File: config.mk
export PLATFORM = sky130hd
export DESIGN_NAME = muldiv_sequencer_flat
export DESIGN_NICKNAME = d
export VERILOG_FILES = /design/src/rtl/muldiv_pkg.sv /design/src/rtl/muldiv_sequencer_if.sv /design/src/rtl/muldiv_signfix.sv /design/src/rtl/muldiv_sequencer.sv /design/src/flat_wrapper.sv
export SDC_FILE = /design/constraint.sdc
export NUM_CORES = 1
export LEC_CHECK = 0
export ABC_AREA = 1
export ABC_CLOCK_PERIOD_IN_PS = 2400
export CAP_MARGIN = 30
export CELL_PAD_IN_SITES_DETAIL_PLACEMENT = 1
export CELL_PAD_IN_SITES_GLOBAL_PLACEMENT = 2
export CORE_MARGIN = 3
export CORE_UTILIZATION = 31
export DETAILED_ROUTE_END_ITERATION = 16
export PLACE_DENSITY_LB_ADDON = 0.25
export SLEW_MARGIN = 40
export SYNTH_ARGS = -nofsm -noshare
export SYNTH_HDL_FRONTEND = slang
export SYNTH_SLANG_ARGS = --single-unit
File: constraint.sdc
create_clock -name clk -period 2.4 [get_ports clk]
set_clock_uncertainty 0.05 [all_clocks]
set_input_delay 0.48 -clock clk [delete_from_list [all_inputs] [get_ports clk]]
set_output_delay 0.48 -clock clk [all_outputs]
set_load 0.02 [all_outputs]
File: src/rtl/muldiv_pkg.sv
// Shared encodings for the multiply/divide sequencer: operation codes,
// FSM state encodings and the divide-by-zero LO value.
package muldiv_pkg;

  typedef enum logic [1:0] {
    OP_MULT  = 2'b00,
    OP_MULTU = 2'b01,
    OP_DIV   = 2'b10,
    OP_DIVU  = 2'b11
  } md_op_e;

  typedef enum logic [1:0] {
    ST_IDLE = 2'b00,
    ST_RUN  = 2'b01,
    ST_FIX  = 2'b10
  } md_state_e;

  // LO after a divide by zero: all ones, sliced to the operand width by users.
  localparam logic [63:0] DIV0_LO = '1;

  function automatic logic op_is_div(input logic [1:0] op);
    return op[1];
  endfunction

  function automatic logic op_is_signed(input logic [1:0] op);
    return ~op[0];
  endfunction

endpackage

File: src/rtl/muldiv_sequencer_if.sv
// Execute/Decode/Writeback-side signals of the multiply/divide sequencer.
// master = pipeline side that drives requests, slave = the sequencer.
interface muldiv_sequencer_if #(parameter int WIDTH = 32);

  logic             StartE;
  logic [1:0]       OpE;
  logic [WIDTH-1:0] SrcAE;
  logic [WIDTH-1:0] SrcBE;
  logic             HiLoUseD;
  logic             MdOpD;
  logic             HiWrW;
  logic             LoWrW;
  logic [WIDTH-1:0] WdW;
  logic [WIDTH-1:0] Hi;
  logic [WIDTH-1:0] Lo;
  logic             MdBusy;
  logic             MdStall;
  logic             MdDone;

  modport master (
    output StartE, OpE, SrcAE, SrcBE, HiLoUseD, MdOpD, HiWrW, LoWrW, WdW,
    input  Hi, Lo, MdBusy, MdStall, MdDone
  );

  modport slave (
    input  StartE, OpE, SrcAE, SrcBE, HiLoUseD, MdOpD, HiWrW, LoWrW, WdW,
    output Hi, Lo, MdBusy, MdStall, MdDone
  );

endinterface

File: src/rtl/muldiv_signfix.sv
// Conditional two's-complement negate. Used both to take the magnitude of
// signed operands and to re-apply the sign to results. The magnitude of the
// most-negative value comes out as the unsigned 2^(WIDTH-1), which is what
// the iterative datapath expects.
module muldiv_signfix #(
  parameter int WIDTH = 32
) (
  input  logic [WIDTH-1:0] val_i,
  input  logic             neg_i,
  output logic [WIDTH-1:0] val_o
);

  // Negate when requested, pass through otherwise.
  always_comb val_o = neg_i ? ('0 - val_i) : val_i;

endmodule

File: src/rtl/muldiv_sequencer.sv
// Iterative multiply/divide sequencer owning the HI/LO pair.
// Radix-2 shift/add multiply and restoring divide on operand magnitudes,
// signs re-applied in a single FIX cycle. MdStall holds Decode while busy.
// Build option MULDIV_FAST_MUL_EN: MULT/MULTU use a single-cycle product and
// skip RUN (IDLE -> FIX); divides stay iterative. Ports are the same either way.
//
// state   | meaning
// IDLE    | waiting for StartE; Hi/Lo only change via W-stage writes
// RUN     | one multiplier/quotient bit per cycle, count_q counts down to 0
// FIX     | apply result signs, write Hi/Lo, pulse MdDone
module muldiv_sequencer
  import muldiv_pkg::*;
#(
  parameter int WIDTH = 32
) (
  input logic              clk,
  input logic              rst_n,
  muldiv_sequencer_if.slave md
);

  localparam int CW = $clog2(WIDTH);

  md_state_e        state_q;
  logic [CW-1:0]    count_q;
  md_op_e           op_q;
  logic             res_neg_q;
  logic             rem_neg_q;
  logic             div0_q;
  logic [WIDTH-1:0] acc_q;
  logic [WIDTH-1:0] low_q;
  logic [WIDTH-1:0] opb_q;
  logic [WIDTH-1:0] hi_q;
  logic [WIDTH-1:0] lo_q;
  logic             busy_q;
  logic             done_q;

  logic             stall;
  logic             accept;
  logic             a_neg;
  logic             b_neg;
  logic [WIDTH-1:0] abs_a;
  logic [WIDTH-1:0] abs_b;

  logic [WIDTH:0]   mul_sum;
  logic [WIDTH:0]   div_shift;
  logic             div_ok;
  logic [WIDTH-1:0] div_sub;

  logic [2*WIDTH-1:0] prod_fixed;
  logic [WIDTH-1:0]   quo_fixed;
  logic [WIDTH-1:0]   rem_fixed;
  logic [WIDTH-1:0]   fix_hi;
  logic [WIDTH-1:0]   fix_lo;

  // Stall Decode whenever it needs HI/LO or another mul/div while we are busy.
  always_comb stall = busy_q & (md.HiLoUseD | md.MdOpD);

  // Accept only from IDLE; operand signs matter only for the signed ops.
  always_comb begin
    accept = md.StartE & (state_q == ST_IDLE) & ~stall;
    a_neg  = op_is_signed(md.OpE) & md.SrcAE[WIDTH-1];
    b_neg  = op_is_signed(md.OpE) & md.SrcBE[WIDTH-1];
  end

  muldiv_signfix #(.WIDTH(WIDTH)) u_abs_a (.val_i(md.SrcAE), .neg_i(a_neg), .val_o(abs_a));
  muldiv_signfix #(.WIDTH(WIDTH)) u_abs_b (.val_i(md.SrcBE), .neg_i(b_neg), .val_o(abs_b));

  // One iteration of each datapath; the FSM picks which one to commit.
  always_comb begin
    mul_sum   = low_q[0] ? ({1'b0, acc_q} + {1'b0, opb_q}) : {1'b0, acc_q};
    div_shift = {acc_q, low_q[WIDTH-1]};
    div_ok    = (div_shift >= {1'b0, opb_q});
    div_sub   = div_shift[WIDTH-1:0] - opb_q;
  end

`ifdef MULDIV_FAST_MUL_EN
  logic [2*WIDTH-1:0] fast_prod;

  // Single-cycle magnitude product, captured straight into {acc,low} on accept.
  always_comb fast_prod = {{WIDTH{1'b0}}, abs_a} * {{WIDTH{1'b0}}, abs_b};
`endif

  muldiv_signfix #(.WIDTH(2*WIDTH)) u_fix_prod (
    .val_i({acc_q, low_q}), .neg_i(res_neg_q), .val_o(prod_fixed)
  );
  muldiv_signfix #(.WIDTH(WIDTH)) u_fix_quo (.val_i(low_q), .neg_i(res_neg_q), .val_o(quo_fixed));
  muldiv_signfix #(.WIDTH(WIDTH)) u_fix_rem (.val_i(acc_q), .neg_i(rem_neg_q), .val_o(rem_fixed));

  // Final Hi/Lo values. A zero divisor leaves the dividend magnitude in the
  // remainder, so re-signing it restores the original dividend for Hi.
  always_comb begin
    if (op_is_div(op_q)) begin
      fix_hi = rem_fixed;
      fix_lo = div0_q ? DIV0_LO[WIDTH-1:0] : quo_fixed;
    end else begin
      fix_hi = prod_fixed[2*WIDTH-1:WIDTH];
      fix_lo = prod_fixed[WIDTH-1:0];
    end
  end

  // Sequencer FSM with its counter, datapath registers and status flags.
  always_ff @(posedge clk or negedge rst_n) begin
    if (!rst_n) begin
      state_q   <= ST_IDLE;
      count_q   <= '0;
      op_q      <= OP_MULT;
      res_neg_q <= 1'b0;
      rem_neg_q <= 1'b0;
      div0_q    <= 1'b0;
      acc_q     <= '0;
      low_q     <= '0;
      opb_q     <= '0;
      busy_q    <= 1'b0;
      done_q    <= 1'b0;
    end else begin
      done_q <= 1'b0;
      case (state_q)
        ST_IDLE: begin
          if (accept) begin
            op_q      <= md_op_e'(md.OpE);
            res_neg_q <= a_neg ^ b_neg;
            rem_neg_q <= a_neg;
            div0_q    <= (md.SrcBE == '0);
            count_q   <= CW'(WIDTH - 1);
            opb_q     <= abs_b;
            busy_q    <= 1'b1;
`ifdef MULDIV_FAST_MUL_EN
            if (!op_is_div(md.OpE)) begin
              {acc_q, low_q} <= fast_prod;
              state_q        <= ST_FIX;
              done_q         <= 1'b1;
            end else begin
              acc_q   <= '0;
              low_q   <= abs_a;
              state_q <= ST_RUN;
            end
`else
            acc_q   <= '0;
            low_q   <= abs_a;
            state_q <= ST_RUN;
`endif
          end
        end
        ST_RUN: begin
          if (op_is_div(op_q)) begin
            acc_q <= div_ok ? div_sub : div_shift[WIDTH-1:0];
            low_q <= {low_q[WIDTH-2:0], div_ok};
          end else begin
            acc_q <= mul_sum[WIDTH:1];
            low_q <= {mul_sum[0], low_q[WIDTH-1:1]};
          end
          if (count_q == '0) begin
            state_q <= ST_FIX;
            done_q  <= 1'b1;
          end else begin
            count_q <= count_q - 1'b1;
          end
        end
        ST_FIX: begin
          state_q <= ST_IDLE;
          busy_q  <= 1'b0;
        end
        default: begin
          state_q <= ST_IDLE;
          busy_q  <= 1'b0;
        end
      endcase
    end
  end

  // HI/LO: sequencer result at FIX, W-stage MTHI/MTLO override it.
  always_ff @(posedge clk or negedge rst_n) begin
    if (!rst_n) begin
      hi_q <= '0;
      lo_q <= '0;
    end else begin
      if (state_q == ST_FIX) begin
        hi_q <= fix_hi;
        lo_q <= fix_lo;
      end
      if (md.HiWrW) hi_q <= md.WdW;
      if (md.LoWrW) lo_q <= md.WdW;
    end
  end

  // Drive the interface outputs from registers (MdStall also needs D inputs).
  always_comb begin
    md.Hi      = hi_q;
    md.Lo      = lo_q;
    md.MdBusy  = busy_q;
    md.MdDone  = done_q;
    md.MdStall = stall;
  end

endmodule
File: src/flat_wrapper.sv
// flat-port wrapper written by rule: the top's interface ports become plain ports
module muldiv_sequencer_flat import muldiv_pkg::*;
#(
  parameter int WIDTH = 32
)
  (clk, rst_n, md_StartE, md_OpE, md_SrcAE, md_SrcBE, md_HiLoUseD, md_MdOpD, md_HiWrW, md_LoWrW, md_WdW, md_Hi, md_Lo, md_MdBusy, md_MdStall, md_MdDone);
  muldiv_sequencer_if #(.WIDTH(WIDTH)) md_i ();
  input logic clk;
  input logic rst_n;
  input wire logic [$bits(md_i.StartE)-1:0] md_StartE;
  input wire logic [$bits(md_i.OpE)-1:0] md_OpE;
  input wire logic [$bits(md_i.SrcAE)-1:0] md_SrcAE;
  input wire logic [$bits(md_i.SrcBE)-1:0] md_SrcBE;
  input wire logic [$bits(md_i.HiLoUseD)-1:0] md_HiLoUseD;
  input wire logic [$bits(md_i.MdOpD)-1:0] md_MdOpD;
  input wire logic [$bits(md_i.HiWrW)-1:0] md_HiWrW;
  input wire logic [$bits(md_i.LoWrW)-1:0] md_LoWrW;
  input wire logic [$bits(md_i.WdW)-1:0] md_WdW;
  output wire logic [$bits(md_i.Hi)-1:0] md_Hi;
  output wire logic [$bits(md_i.Lo)-1:0] md_Lo;
  output wire logic [$bits(md_i.MdBusy)-1:0] md_MdBusy;
  output wire logic [$bits(md_i.MdStall)-1:0] md_MdStall;
  output wire logic [$bits(md_i.MdDone)-1:0] md_MdDone;
  assign md_i.StartE = md_StartE;
  assign md_i.OpE = md_OpE;
  assign md_i.SrcAE = md_SrcAE;
  assign md_i.SrcBE = md_SrcBE;
  assign md_i.HiLoUseD = md_HiLoUseD;
  assign md_i.MdOpD = md_MdOpD;
  assign md_i.HiWrW = md_HiWrW;
  assign md_i.LoWrW = md_LoWrW;
  assign md_i.WdW = md_WdW;
  assign md_Hi = md_i.Hi;
  assign md_Lo = md_i.Lo;
  assign md_MdBusy = md_i.MdBusy;
  assign md_MdStall = md_i.MdStall;
  assign md_MdDone = md_i.MdDone;
  muldiv_sequencer #(.WIDTH(WIDTH)) u_core (.clk(clk), .rst_n(rst_n), .md(md_i));
endmodule
## Word-level counts from Yosys, hierarchy flattened

Cells that the tools add are included.

| word-level totals | value |
|---|---|
| register bits | 174 |
| bits in latches | 0 |
| bits in writable memories | 0 |
| memory bits (read-only) | 0 |
| input bits | 105 |
| output and inout bits | 67 |
| memories kept | 0 |

| cells by class | value |
|---|---|
| add/subtract/negate cells | 8 |
| multiply operators | 0 |
| divide/modulo/power cells | 0 |
| order comparisons | 1 |
| equality and inequality tests | 5 |
| shift-type cells | 0 |
| multiplexer cells | 30 |
| bitwise operators | 10 |
| reduce and logical (&&, ||, !) cells | 11 |

Operators by type and width:

| cell | count |
|---|---|
| two-way mux 32 bit | 16 |
| one-hot mux 32 bit (2 select lines) | 2 |
| subtractor 1 x 32 -> 32 bit, first input constant | 4 |
| two-way mux 64 bit | 1 |
| subtractor 1 x 64 -> 64 bit, first input constant | 1 |
| adder 32 x 32 -> 33 bit | 1 |
| >= comparator 33 x 32 -> 1 bit | 1 |
| two-way mux 33 bit | 1 |
| zero test 32 bit | 1 |
| subtractor 32 bit | 1 |
| two-way mux 5 bit | 2 |
| one-hot mux 5 bit (2 select lines) | 1 |
| AND reduction 2 bit | 4 |
| nonzero test 2 bit | 3 |
| AND 1 bit | 5 |
| zero test 5 bit | 1 |
| subtractor 5 x 1 -> 5 bit, second input constant | 1 |
| two-way mux 2 bit | 2 |
| inequality test 2 x 1 -> 1 bit, second input constant | 2 |
| one-hot mux 2 bit (2 select lines) | 1 |
| two-way mux 1 bit | 3 |
| inverter 1 bit | 3 |
| AND reduction 3 bit | 1 |
| equality test 2 x 1 -> 1 bit, second input constant | 1 |
| other kinds (6) | 6 |

## Logic depth before layout (Yosys ltp)

| depth | value |
|---|---|
| depth in word-level cells | 6 |
| depth in mapped cells | 18 |
| gate-level depth less buffers | 17 |

## Hierarchy

From an unflattened synthesis, not the netlist that was laid out.

| unflattened totals | value |
|---|---|
| cell total of the unflattened synthesis | 3604 |
| area, all modules | 20697.4 um^2 |

Modules (own cells, without submodules):

| module | times used | cells each | area each (um^2) | sequential area each (um^2) |
|---|---|---|---|---|
| muldiv_sequencer | 1 | 2206 | 14077.3 | 4329.2 |
| muldiv_signfix at u_core.u_abs_a ... | 4 | 225 | 1052.3 | 0.0 |
| muldiv_signfix at u_core.u_fix_prod | 1 | 498 | 2411.1 | 0.0 |

## Worst setup path before layout

Ideal clock, no wire load.

| timing path | value |
|---|---|
| path kind | register -> register |
| start point | reg u_core.low_q[31] |
| end point | reg u_core.acc_q[22] |
| library setup time | 117 ps |
| arrival time | 2021 ps |
| required time | 2233 ps |
| path slack | 212 ps |
| stages on the path, launching flop included | 17 |
| path buffers | 0 |
| clock period less this slack | 2188 ps |
| cells stage by stage | dfrtp_1 -> inv_1 -> ha_1 -> inv_1 -> fa_1 -> nand2_1 -> nand2_1 -> nand2_1 -> nand2_1 -> nand2_1 -> nand2_1 -> nand2_1 -> nand3b_1 -> nand3_1 -> nand3_1 -> nand2_1 -> nand2_1 |

| between the ends | value |
|---|---|
| cells in the longest elaborated chain, start to end | 4 |
| elaborated cells between the ends (all ways) | 5 |
| those cells by class | 1 x add/sub; 1 x order compare; 3 x mux |

Ends and longest elaborated chain:

| element | line | source |
|---|---|---|
| from (decl) | muldiv_sequencer.sv:30 | `logic [WIDTH-1:0] low_q;` |
| from (signal assigned) | muldiv_sequencer.sv:139 | `low_q <= abs_a;` |
| from (signal assigned) | muldiv_sequencer.sv:147 | `low_q <= {low_q[WIDTH-2:0], div_ok};` |
| from (signal assigned) | muldiv_sequencer.sv:150 | `low_q <= {mul_sum[0], low_q[WIDTH-1:1]};` |
| subtractor 32 bit / >= comparator 33 x 32 -> 1 bit (equally long branches) | muldiv_sequencer.sv:73, muldiv_sequencer.sv:72 |  |
| two-way mux 32 bit * | muldiv_sequencer.sv:146 | `acc_q <= div_ok ? div_sub : div_shift[WIDTH-1:0];` |
| two-way mux 32 bit * | muldiv_sequencer.sv:145 | `if (op_is_div(op_q)) begin` |
| one-hot mux 32 bit (2 select lines) * | muldiv_sequencer.sv:117 | `case (state_q)` |
| to (signal assigned) | muldiv_sequencer.sv:146 |  |
| to (signal assigned) | muldiv_sequencer.sv:149 | `acc_q <= mul_sum[WIDTH:1];` |
| to (decl) | muldiv_sequencer.sv:29 | `logic [WIDTH-1:0] acc_q;` |

Mark *: on every way between the ends. The rest lies on a longest branch, timed or not.
A chain may end at the register's enable or synchronous reset.

## Final worst setup path

| timing path | value |
|---|---|
| start point | reg u_core.opb_q[30] |
| end point | reg u_core.acc_q[19] |

| between the ends | value |
|---|---|
| cells in the longest elaborated chain, start to end | 4 |

Ends and longest elaborated chain:

| element | line | source |
|---|---|---|
| from (decl) | muldiv_sequencer.sv:31 | `logic [WIDTH-1:0] opb_q;` |
| from (signal assigned) | muldiv_sequencer.sv:125 | `opb_q <= abs_b;` |
| >= comparator 33 x 32 -> 1 bit | muldiv_sequencer.sv:72 | `div_ok = (div_shift >= {1'b0, opb_q});` |
| two-way mux 32 bit | muldiv_sequencer.sv:146 |  |
| two-way mux 32 bit | muldiv_sequencer.sv:145 |  |
| one-hot mux 32 bit (2 select lines) | muldiv_sequencer.sv:117 |  |

Every way passes these cells.

==> metrics.txt <==
outcome finished with violations; failing checks negative setup slack; GRT Util Overall 33.1%; dpl ws -0.946 ns; GRT overflow 0; Critical Path Start Type flop; Final period util 102%; area delta synth->final 52.0%; R2R Setup Slk -0.06 ns; H-tree depth 4; register area 0.00434 mm^2; R2R cell count 16; WS Path Type flop to flop; die width 244 um; Multi-input gate area 0.0131 mm^2; HPWL Detailed 82.2 mm; CTS max path bufs 2; min cycle time layout 2.46 ns; Max Cap Viol 0; Netlist cell types 51; WL per Instance 23.1 um; Main synth FF type dfrtp_1; achievable frequency 0.407 GHz; root cell of the clock tree clkbuf_16; FF-to-FF End u_core.acc_q[19]; Final Net Count 3,804; Pre-antenna DRT Iters 5; cell area after placement 0.0236 mm^2; slew margin rel. 50.6%; clk_lat worst skew 0.50 ns; Std-Cell Rows 86; HP Class primary input to async pin; P_leak 12.8 nW; final setup fails 18; Pint 21.4 mW; initial core utilization 31.6%; VDD IR-drop max 0.820 mV; CTS tree done; DRT antenna net count 0; hold_ws 0.405 ns; P_sw 25.4 mW; Reg power frac 11.3%; switching portion of total power 54.3%; initial antenna violation count 1; vias in the first global route 23,800; sum of negative setup slack -0.464 ns; most frequent cells in the layout nand2_1 (845), buf_4 (472), inv_1 (382); Worst R2R Start u_core.opb_q[30]; Final Hold Viols 0; number of port buffers 171; Syn Std Cell Area 0.0175 mm^2; Worst Tran Pin Value 0.735 ns; Yosys warning count 0; CTS buffer count 17; RSZ-0062 raised after global routing true; Core Region 0.0554 mm^2; layout cells sized above 1 27.0%; # IOs 172; Worst EP required 2.75 ns; global-route wire length before repair 149 mm; Vias 23,300; Clk pwr share 6.2%; Yosys reg bits 173; syn_area_per_cell 5.81 um^2; largest net degree at the start of global routing 84; drt total wl 101 mm; Final Cell Area 0.0266 mm^2; Gate power share 82.6%; arrival time worst endpoint 2.81 ns; asr flop ratio synth 100%; clock sinks 173; Antenna diodes 0; EDFF count, synth 0; Placer Congestion 0.970; Post-Synthesis Cells 3,010; Iter 0 DRT Violations 1,577; Final Slew Violations 0; Final WS setup -0.0559 ns; Worst-path clk slew 0.08 ns; Pwr Density 1760 mW/mm^2; crit-path max FO 6; Via-to-Cell Ratio 5.32; # fillers 7,276; kind of end point of the critical path flop; most common cell after layout, fill and taps aside nand2_1; die height 244 um; Die ar. 0.0593 mm^2; sequential-to-total area share from yosys stat 24.7%; # DRC 0; syn nets 3,187
-- state kept, by name (all words and copies together) (netlist names) --
register,cells
u_core.md.MdDone,1
u_core.md.Hi,32
u_core.res_neg_q,1
u_core.op_q,1
u_core.rem_neg_q,1
u_core.opb_q,32
u_core.div0_q,1
u_core.count_q,5
u_core.md.Lo,32
u_core.state_q,2
u_core.acc_q,32
u_core.low_q,32
u_core.md.MdBusy,1
-- per-layer routing --
metal,wire [um],part of all wire [%],track usage (%)
met5,13,0.013,0
met4,4000,3.9,11.6
met3,5500,5.4,5.72
met2,45000,44,52.3
met1,47000,46,45.6
-- worst max path at each step --
stage	start	to	slack, ns	depth (start not counted)
final	u_core.opb_q[30]	u_core.acc_q[19]	-0.06	16
after global routing	u_core.acc_q[1]	u_core.acc_q[7]	-0.15	17
after CTS	u_core.acc_q[25]	u_core.acc_q[24]	-0.09	16
after detailed placement	md_SrcAE[0]	u_core.low_q[31]	-0.95	11
after global placement	md_SrcAE[0]	u_core.low_q[31]	-0.86	11
after floorplan	u_core.low_q[31]	u_core.acc_q[22]	0.21	16
-- cell families (layout without fill, tap and decap cells) --
group | Yosys count | in the layout | synth area share (%)
compound gates | 487 | 487 | 15.1
xor+xnor | 42 | 42 | 2.10
fa+ha+maj | 72 | 72 | 5.23
buf+inv | 521 | 1151 | 11.4
flops | 173 | 173 | 24.7
simple gates | 1715 | 1715 | 41.4
-- power by group through the flow --
stage	Sequential (mW)	Combinational [mW]	Clock, mW
floorplan	5.33	15.9	0
CTS	5.11	35.4	2.94
detailed placement	5.10	32.1	0
global placement	5.03	31.5	0
finish	5.27	38.6	2.89
global route	5.37	41.6	3.05
-- area by class of cell --
class	instances	share of cell area, %
clock buffers	18	1.65
clock inverters	14	0.499
inverters	425	6.04
multi-input cells	2316	49.2
flip-flops and latches	173	16.3
well taps	748	3.52
repair buffers	694	22.8
-- worst max-delay path: stages, from the launching register on --
cell	delay, ns
dfrtp_1	0.40
inv_2	0.09
ha_4	0.22
a21o_1	0.19
nand2_1	0.09
nand2_2	0.07
a21oi_4	0.16
nand2_2	0.09
nor2_4	0.17
nand2_8	0.10
buf_12	0.14
nor2_4	0.12
buf_12	0.12
buf_12	0.13
nand2_2	0.07
nand3_2	0.08
nand2_1	0.05
-- timing repair --
item                                    in CTS  in global routing
pin swaps                                   54                 97
setup buffers                               25                 19
hold endpoints to repair                    25                  0
gates resized for setup                    214                270
gates cloned                                 2                  0
endpoints found under the setup margin      39                 74
hold buffers                                 1                  0
-- metrics by stage --
stage | cells | utilization [%] | total power [mW]
after global routing | 4388 | 48.0 | 50.0
after detailed placement | 4311 | 42.6 | 37.2
final | 4388 | 48.0 | 46.8
after global placement | 4311 | 42.6 | 36.5
after CTS | 4371 | 45.9 | 43.4
after floorplan | 3010 | - | 21.3
-- cell usage after synthesis, drive strengths merged, types with 16 or more instances --
master  count  share of area (%)
nand3b     18               0.77
clkbuf     69                1.5
ha         70                5.0
nor3       31               0.92
xor2       25                1.3
inv       425                9.1
buf        27               0.81
dfrtp     173                 25
xnor2      17               0.85
nand2     966                 21
nor2      310                6.9
a31oi      16               0.57
nand3     305                8.8
nand4      55                2.0
o22ai      17               0.61
a21oi     204                5.9
o21ai     201                5.9
(Power assumes the default switching activity.)
